===== src/rtl/leaky_integrator_mc.sv =====
`default_nettype none
// +----------------------------------------------------------------------------+
// | leaky_integrator_mc: time-multiplexed multi-channel leaky integrator with   |
// | per-channel prime-on-first-sample and a sequenced clear-all sweep.          |
// | Revision: 1.0                                                               |
// +----------------------------------------------------------------------------+
module leaky_integrator_mc #(
  parameter int WI         = 8,
  parameter int WF         = 32,
  parameter int NCH        = 4,
  parameter int KW         = 6,
  parameter bit PRIME_LOAD = 1'b1,
  localparam int W         = WI + WF,
  localparam int CW        = (NCH > 1) ? $clog2(NCH) : 1
) (
  input  logic                Clk,
  input  logic                Rstn,
  input  logic signed [W-1:0] InLeaky,
  input  logic [CW-1:0]       InChan,
  input  logic                LIdvi,
  input  logic [KW-1:0]       LeakShift,
  input  logic                ClearAll,
  output logic signed [W-1:0] OutSmooth,
  output logic [CW-1:0]       OutChan,
  output logic                LIdvo,
  output logic                Busy
);

  localparam logic [CW:0]   c_NCH_EXT = (CW+1)'(NCH);
  localparam logic [CW-1:0] c_LAST_CH = CW'(NCH - 1);

  typedef enum logic [0:0] {
    S_IDLE  = 1'b0,
    S_CLEAR = 1'b1
  } state_t;

  state_t              r_fsm;
  state_t              w_fsm_nxt;
  logic [CW-1:0]       r_cnt;
  logic                r_busy;

  logic                r_v1;
  logic signed [W-1:0] r_x;
  logic [CW-1:0]       r_ch;
  logic [KW-1:0]       r_k;

  logic signed [W-1:0] r_state [NCH];
  logic [NCH-1:0]      r_primed;

  logic                w_accept;
  logic signed [W-1:0] w_y;
  logic signed [W:0]   w_d;
  logic signed [W:0]   w_s;
  logic signed [W:0]   w_sum;
  logic signed [W-1:0] w_ynew;
  logic                w_unused;
  logic [NCH-1:0]      w_wr_sel;
  logic [NCH-1:0]      w_clr_sel;

  assign w_accept = LIdvi && (r_fsm == S_IDLE) && !ClearAll &&
                    ({1'b0, InChan} < c_NCH_EXT);

  always_comb begin
    w_fsm_nxt = r_fsm;
    case (r_fsm)
      S_IDLE:  if (ClearAll) w_fsm_nxt = S_CLEAR;
      S_CLEAR: if (r_cnt == c_LAST_CH) w_fsm_nxt = S_IDLE;
      default: w_fsm_nxt = S_IDLE;
    endcase
  end

  always_ff @(posedge Clk or negedge Rstn) begin
    if (!Rstn) begin
      r_fsm  <= S_IDLE;
      r_cnt  <= '0;
      r_busy <= 1'b0;
    end else begin
      r_fsm  <= w_fsm_nxt;
      r_busy <= (w_fsm_nxt == S_CLEAR);
      r_cnt  <= (r_fsm == S_CLEAR) ? r_cnt + 1'b1 : '0;
    end
  end

  assign Busy = r_busy;

  always_ff @(posedge Clk or negedge Rstn) begin
    if (!Rstn) begin
      r_v1 <= 1'b0;
      r_x  <= '0;
      r_ch <= '0;
      r_k  <= '0;
    end else begin
      r_v1 <= w_accept;
      if (w_accept) begin
        r_x  <= InLeaky;
        r_ch <= InChan;
        r_k  <= LeakShift;
      end
    end
  end

  // y' stays between y and x, so dropping the extra sum bit never loses data
  assign w_y      = r_state[r_ch];
  assign w_d      = {r_x[W-1], r_x} - {w_y[W-1], w_y};
  assign w_s      = w_d >>> r_k;
  assign w_sum    = {w_y[W-1], w_y} + w_s;
  assign w_unused = w_sum[W];
  assign w_ynew   = (PRIME_LOAD && !r_primed[r_ch]) ? r_x : w_sum[W-1:0];

  for (genvar c = 0; c < NCH; c++) begin : g_sel
    assign w_wr_sel[c]  = r_v1 && (r_ch == CW'(c));
    assign w_clr_sel[c] = (r_fsm == S_CLEAR) && (r_cnt == CW'(c));
  end

  always_ff @(posedge Clk or negedge Rstn) begin
    if (!Rstn) begin
      for (int c = 0; c < NCH; c++) begin
        r_state[c]  <= '0;
        r_primed[c] <= 1'b0;
      end
    end else begin
      for (int c = 0; c < NCH; c++) begin
        if (w_clr_sel[c]) begin
          r_state[c]  <= '0;
          r_primed[c] <= 1'b0;
        end else if (w_wr_sel[c]) begin
          r_state[c]  <= w_ynew;
          r_primed[c] <= 1'b1;
        end
      end
    end
  end

  always_ff @(posedge Clk or negedge Rstn) begin
    if (!Rstn) begin
      OutSmooth <= '0;
      OutChan   <= '0;
      LIdvo     <= 1'b0;
    end else begin
      LIdvo <= r_v1;
      if (r_v1) begin
        OutSmooth <= w_ynew;
        OutChan   <= r_ch;
      end
    end
  end

endmodule
`default_nettype wire


===== config.mk =====
export PLATFORM = sky130hd
export DESIGN_NAME = leaky_integrator_mc
export DESIGN_NICKNAME = d
export VERILOG_FILES = /design/src/rtl/leaky_integrator_mc.sv
export SDC_FILE = /design/constraint.sdc
export NUM_CORES = 1
export LEC_CHECK = 0
export CORE_MARGIN = 1.5
export CORE_UTILIZATION = 40
export DETAILED_ROUTE_END_ITERATION = 8
export PLACE_DENSITY_LB_ADDON = 0.05
export SLEW_MARGIN = 5
export SYNTH_ARGS = -nofsm -noshare
export SYNTH_HDL_FRONTEND = slang
export SYNTH_SLANG_ARGS = --single-unit

===== constraint.sdc =====
create_clock -name Clk -period 9.1 [get_ports Clk]
set_input_delay 0.91 -clock Clk [delete_from_list [all_inputs] [get_ports Clk]]
set_output_delay 0.91 -clock Clk [all_outputs]
set_load 0.1 [all_outputs]

==> impl_metrics.json, run 1 <==
{
  "route.antenna.remaining_nets": 0,
  "avgViaCountPerCell": 6.09,
  "routed-via-count": 17000,
  "ff2ff_path_depth": 28,
  "post_cts_hold_buffer_count": 0,
  "synth-async-reset-ratio": 1.00,
  "clock-sinks": 259,
  "drive_gt1_frac": 0.116,
  "regToRegSetupSlack_ps": 350,
  "post_synth_most_frequent_cells": "nor2_1 (269), dfrtp_1 (259), a21oi_1 (207)",
  "max_stage_delay_ps": 630,
  "crit_path_end": "OutSmooth[39]",
  "cts_tree": "yes",
  "dr.pass1.iters": 7,
  "cp-start-kind": "flop",
  "drtIter0Drc": 1364,
  "synthesis.area_per_instance_sq_um": 8.88,
  "finalCoreUtilization": 0.462,
  "die_w_microns": 221,
  "dp_worst_setup_slack_ps": 308,
  "critical_path.slowest_cell": "dfrtp_4",
  "hold_violations": 0,
  "grt_first_pass_wirelength_microns": 102000,
  "buffer_ports.inserted": 95,
  "ctsResizeCount": 0,
  "synth.lib_cells_used.distinct": 81,
  "synthesis.nets": 2270,
  "syn-instance-count": 2131,
  "post-route-cell-area_sq_um": 21600,
  "post-cts-setup-buffers": 0,
  "worstPathMaxFanout": 22,
  "placer_congestion_estimate": 0.973,
  "globalRouteTotalUtil": 0.276,
  "grt_start_max_net_pins": 154,
  "clk-insertion-delay-late_ps": 550,
  "die_height_microns": 221,
  "synth.yosys.seq_area_share": 0.342,
  "critical_path_data_required_time_ps": 9570,
  "fin_crit_period_ps": 8750,
  "fmax_ghz": 0.114,
  "grt_pass1_vias": 16500,
  "setup_tns_ps": 0,
  "synth_top_cell_by_area": "dfrtp_1",
  "netlist_area_sq_um": 18900,
  "synth_top_cell_area_share": 0.342,
  "top_flip_flop_cell_by_instance_count_after_synthesis": "dfrtp_1",
  "yosysWarningCount": 0,
  "finalSetupViolations": 0,
  "area_of_the_die_sq_um": 48600,
  "final-max-slew-violation-count": 0,
  "min_path_type": "in -> async",
  "slew_headroom": 0.327,
  "cp_data_arrival_time_ps": 9220,
  "reg2reg_from": "r_ch[0]",
  "ys_seq_elements": 259,
  "r2r-end": "OutSmooth[39]",
  "fin_crit_sh": 0.962,
  "final_net_count": 2306,
  "worstSetupPathType": "reg -> reg",
  "crit_start": "r_ch[0]",
  "clock-root-buffer": "clkbuf_16",
  "setup_repair_after_global_routing_missed_its_margin": "false",
  "synth_area_leaders": "dfrtp_1 (34%), ha_1 (5.6%), mux4_2 (5.6%)",
  "average_wire_length_per_cell_after_detail_routing_microns": 23.8,
  "synth-edff-count": 0,
  "cts_buffers": 29,
  "globalRoute.totalOverflow": 0,
  "finalWorstSetupSlack_ps": 348,
  "drc": 0,
  "core.rowCount": 79,
  "postRouteWirelength_microns": 66600,
  "synth_most_common_cell": "nor2_1",
  "cts-htree-levels": 1,
  "design.portCount": 96,
  "dp.final_hpwl_microns": 49600,
  "outcome": "finished clean",
  "placeableCoreArea_sq_um": 46700,
  "worst_setup_hold_path_clk_slew_ps": 60,
  "placement.cell_area_sq_um": 20600,
  "start_util": 0.406,
  "maxCapViolations": 0,
  "area_delta_synth_final_pct": 14.0,
  "diodes": 0,
  "cts-root-to-sink-buffers": 3,
  "worst_setup_path_end_kind": "flop",
  "antenna_found_initial": 0,
  "tightest_slew_ps": 1010,
  "final.setup_skew_ps": 10.2
}
sequential cells by signal (all words and copies together) (netlist names):
register   flops
Busy           1
LIdvo          1
OutChan        2
OutSmooth     40
r_ch           2
r_cnt          2
r_k            6
r_primed       4
r_state      160
r_v1           1
r_x           40
layout make-up:
class / instances / area, sq um
clock inverter: 6 / 58.8
inverter: 68 / 255
sequential: 259 / 6490
timing repair buffer: 159 / 1470
tap: 607 / 759
clock buffer: 47 / 903
fill: 4533 / 25100
multi-input combinational: 1650 / 11600
worst min path at each step:
| stage | to | slack [ps] | cells after the start |
|---|---|---|---|
| detailed placement | r_cnt[0] | 490 | 1 |
| floorplan | LIdvo | 350 | 0 |
| CTS | OutSmooth[7] | 450 | 1 |
| finish | OutSmooth[7] | 410 | 1 |
| global route | OutSmooth[7] | 480 | 1 |
| global placement | r_cnt[0] | 480 | 1 |
per-stage QoR:
stage	hold slack, ps	cells
2_1_floorplan	352	2131
3_3_place_gp	475	2743
3_5_place_dp	488	2743
4_1_cts	447	2796
5_1_grt	476	2796
6_report	410	2796
metal layers:
metal / global-route usage / up-vias / share of wire
met4: 0.0673 / 0 / 0.025
met2: 0.408 / 512 / 0.43
met1: 0.424 / 8440 / 0.49
met3: 0.0327 / 85 / 0.055
li1: - / 7988 / -
met5: 0 / - / 0
logic make-up (layout without fill, tap and decap cells):
family	Yosys count	in the layout	share of synthesized area
adders and majority gates	87	87	0.0583
and+or+nand+nor	609	609	0.146
DFF	259	259	0.342
AOI/OAI and AO/OA	690	690	0.237
muxes	196	196	0.140
buffers and inverters	222	280	0.0449
xor gates and xnor gates	68	68	0.0319
layout by cell type, fill, tap and decap left out, types with 19 or more instances in the layout:
cell | Yosys | layout
a211oi_1 | 131 | 131
a21o_1 | 33 | 33
a21oi_1 | 207 | 206
and3_1 | 20 | 19
buf_4 | 0 | 61
clkbuf_16 | 0 | 29
clkdlybuf4s50_1 | 0 | 94
dfrtp_1 | 259 | 255
ha_1 | 85 | 85
inv_1 | 65 | 65
mux2_2 | 62 | 62
mux2i_1 | 86 | 85
mux4_2 | 47 | 47
nand2_1 | 138 | 138
nand3_1 | 41 | 41
nand4_1 | 22 | 22
nor2_1 | 269 | 268
nor3_1 | 26 | 25
o211ai_1 | 22 | 22
o21ai_0 | 120 | 120
xnor2_1 | 40 | 40
xor2_1 | 27 | 27
worst max-delay path, delay by kind of cell (launching register included):
kind	cells	cell delay [ps]
compound gates	13	3750
xor+xnor	1	300
fa+ha+maj	2	630
buf+inv	3	610
flops	1	630
mux	3	1280
simple gates	6	1430
Power of run 1 is not shown: default switching activity piles up to over one toggle a cycle in this logic, so the estimate is an artifact.
==> run 2: changes to the inputs <==
--- a/config.mk
+++ b/config.mk
@@ -9,6 +9,7 @@
 export CORE_UTILIZATION = 40
 export DETAILED_ROUTE_END_ITERATION = 8
 export PLACE_DENSITY_LB_ADDON = 0.05
+export SKIP_LAST_GASP = 1
 export SLEW_MARGIN = 5
 export SYNTH_ARGS = -nofsm -noshare
 export SYNTH_HDL_FRONTEND = slang
==> results of run 2 <==
Same layout as run 1: the final DEF is identical, and so are final timing and power.
Power of run 2 is left out for the same reason.
==> run 3: changes to the inputs <==
--- a/config.mk
+++ b/config.mk
@@ -9,6 +9,7 @@
 export CORE_UTILIZATION = 40
 export DETAILED_ROUTE_END_ITERATION = 8
 export PLACE_DENSITY_LB_ADDON = 0.05
+export SKIP_CTS_REPAIR_TIMING = 1
 export SKIP_LAST_GASP = 1
 export SLEW_MARGIN = 5
 export SYNTH_ARGS = -nofsm -noshare
==> results of run 3 <==
Same layout as run 1: the final DEF is identical, and so are final timing and power.
Power of run 3 is left out for the same reason.
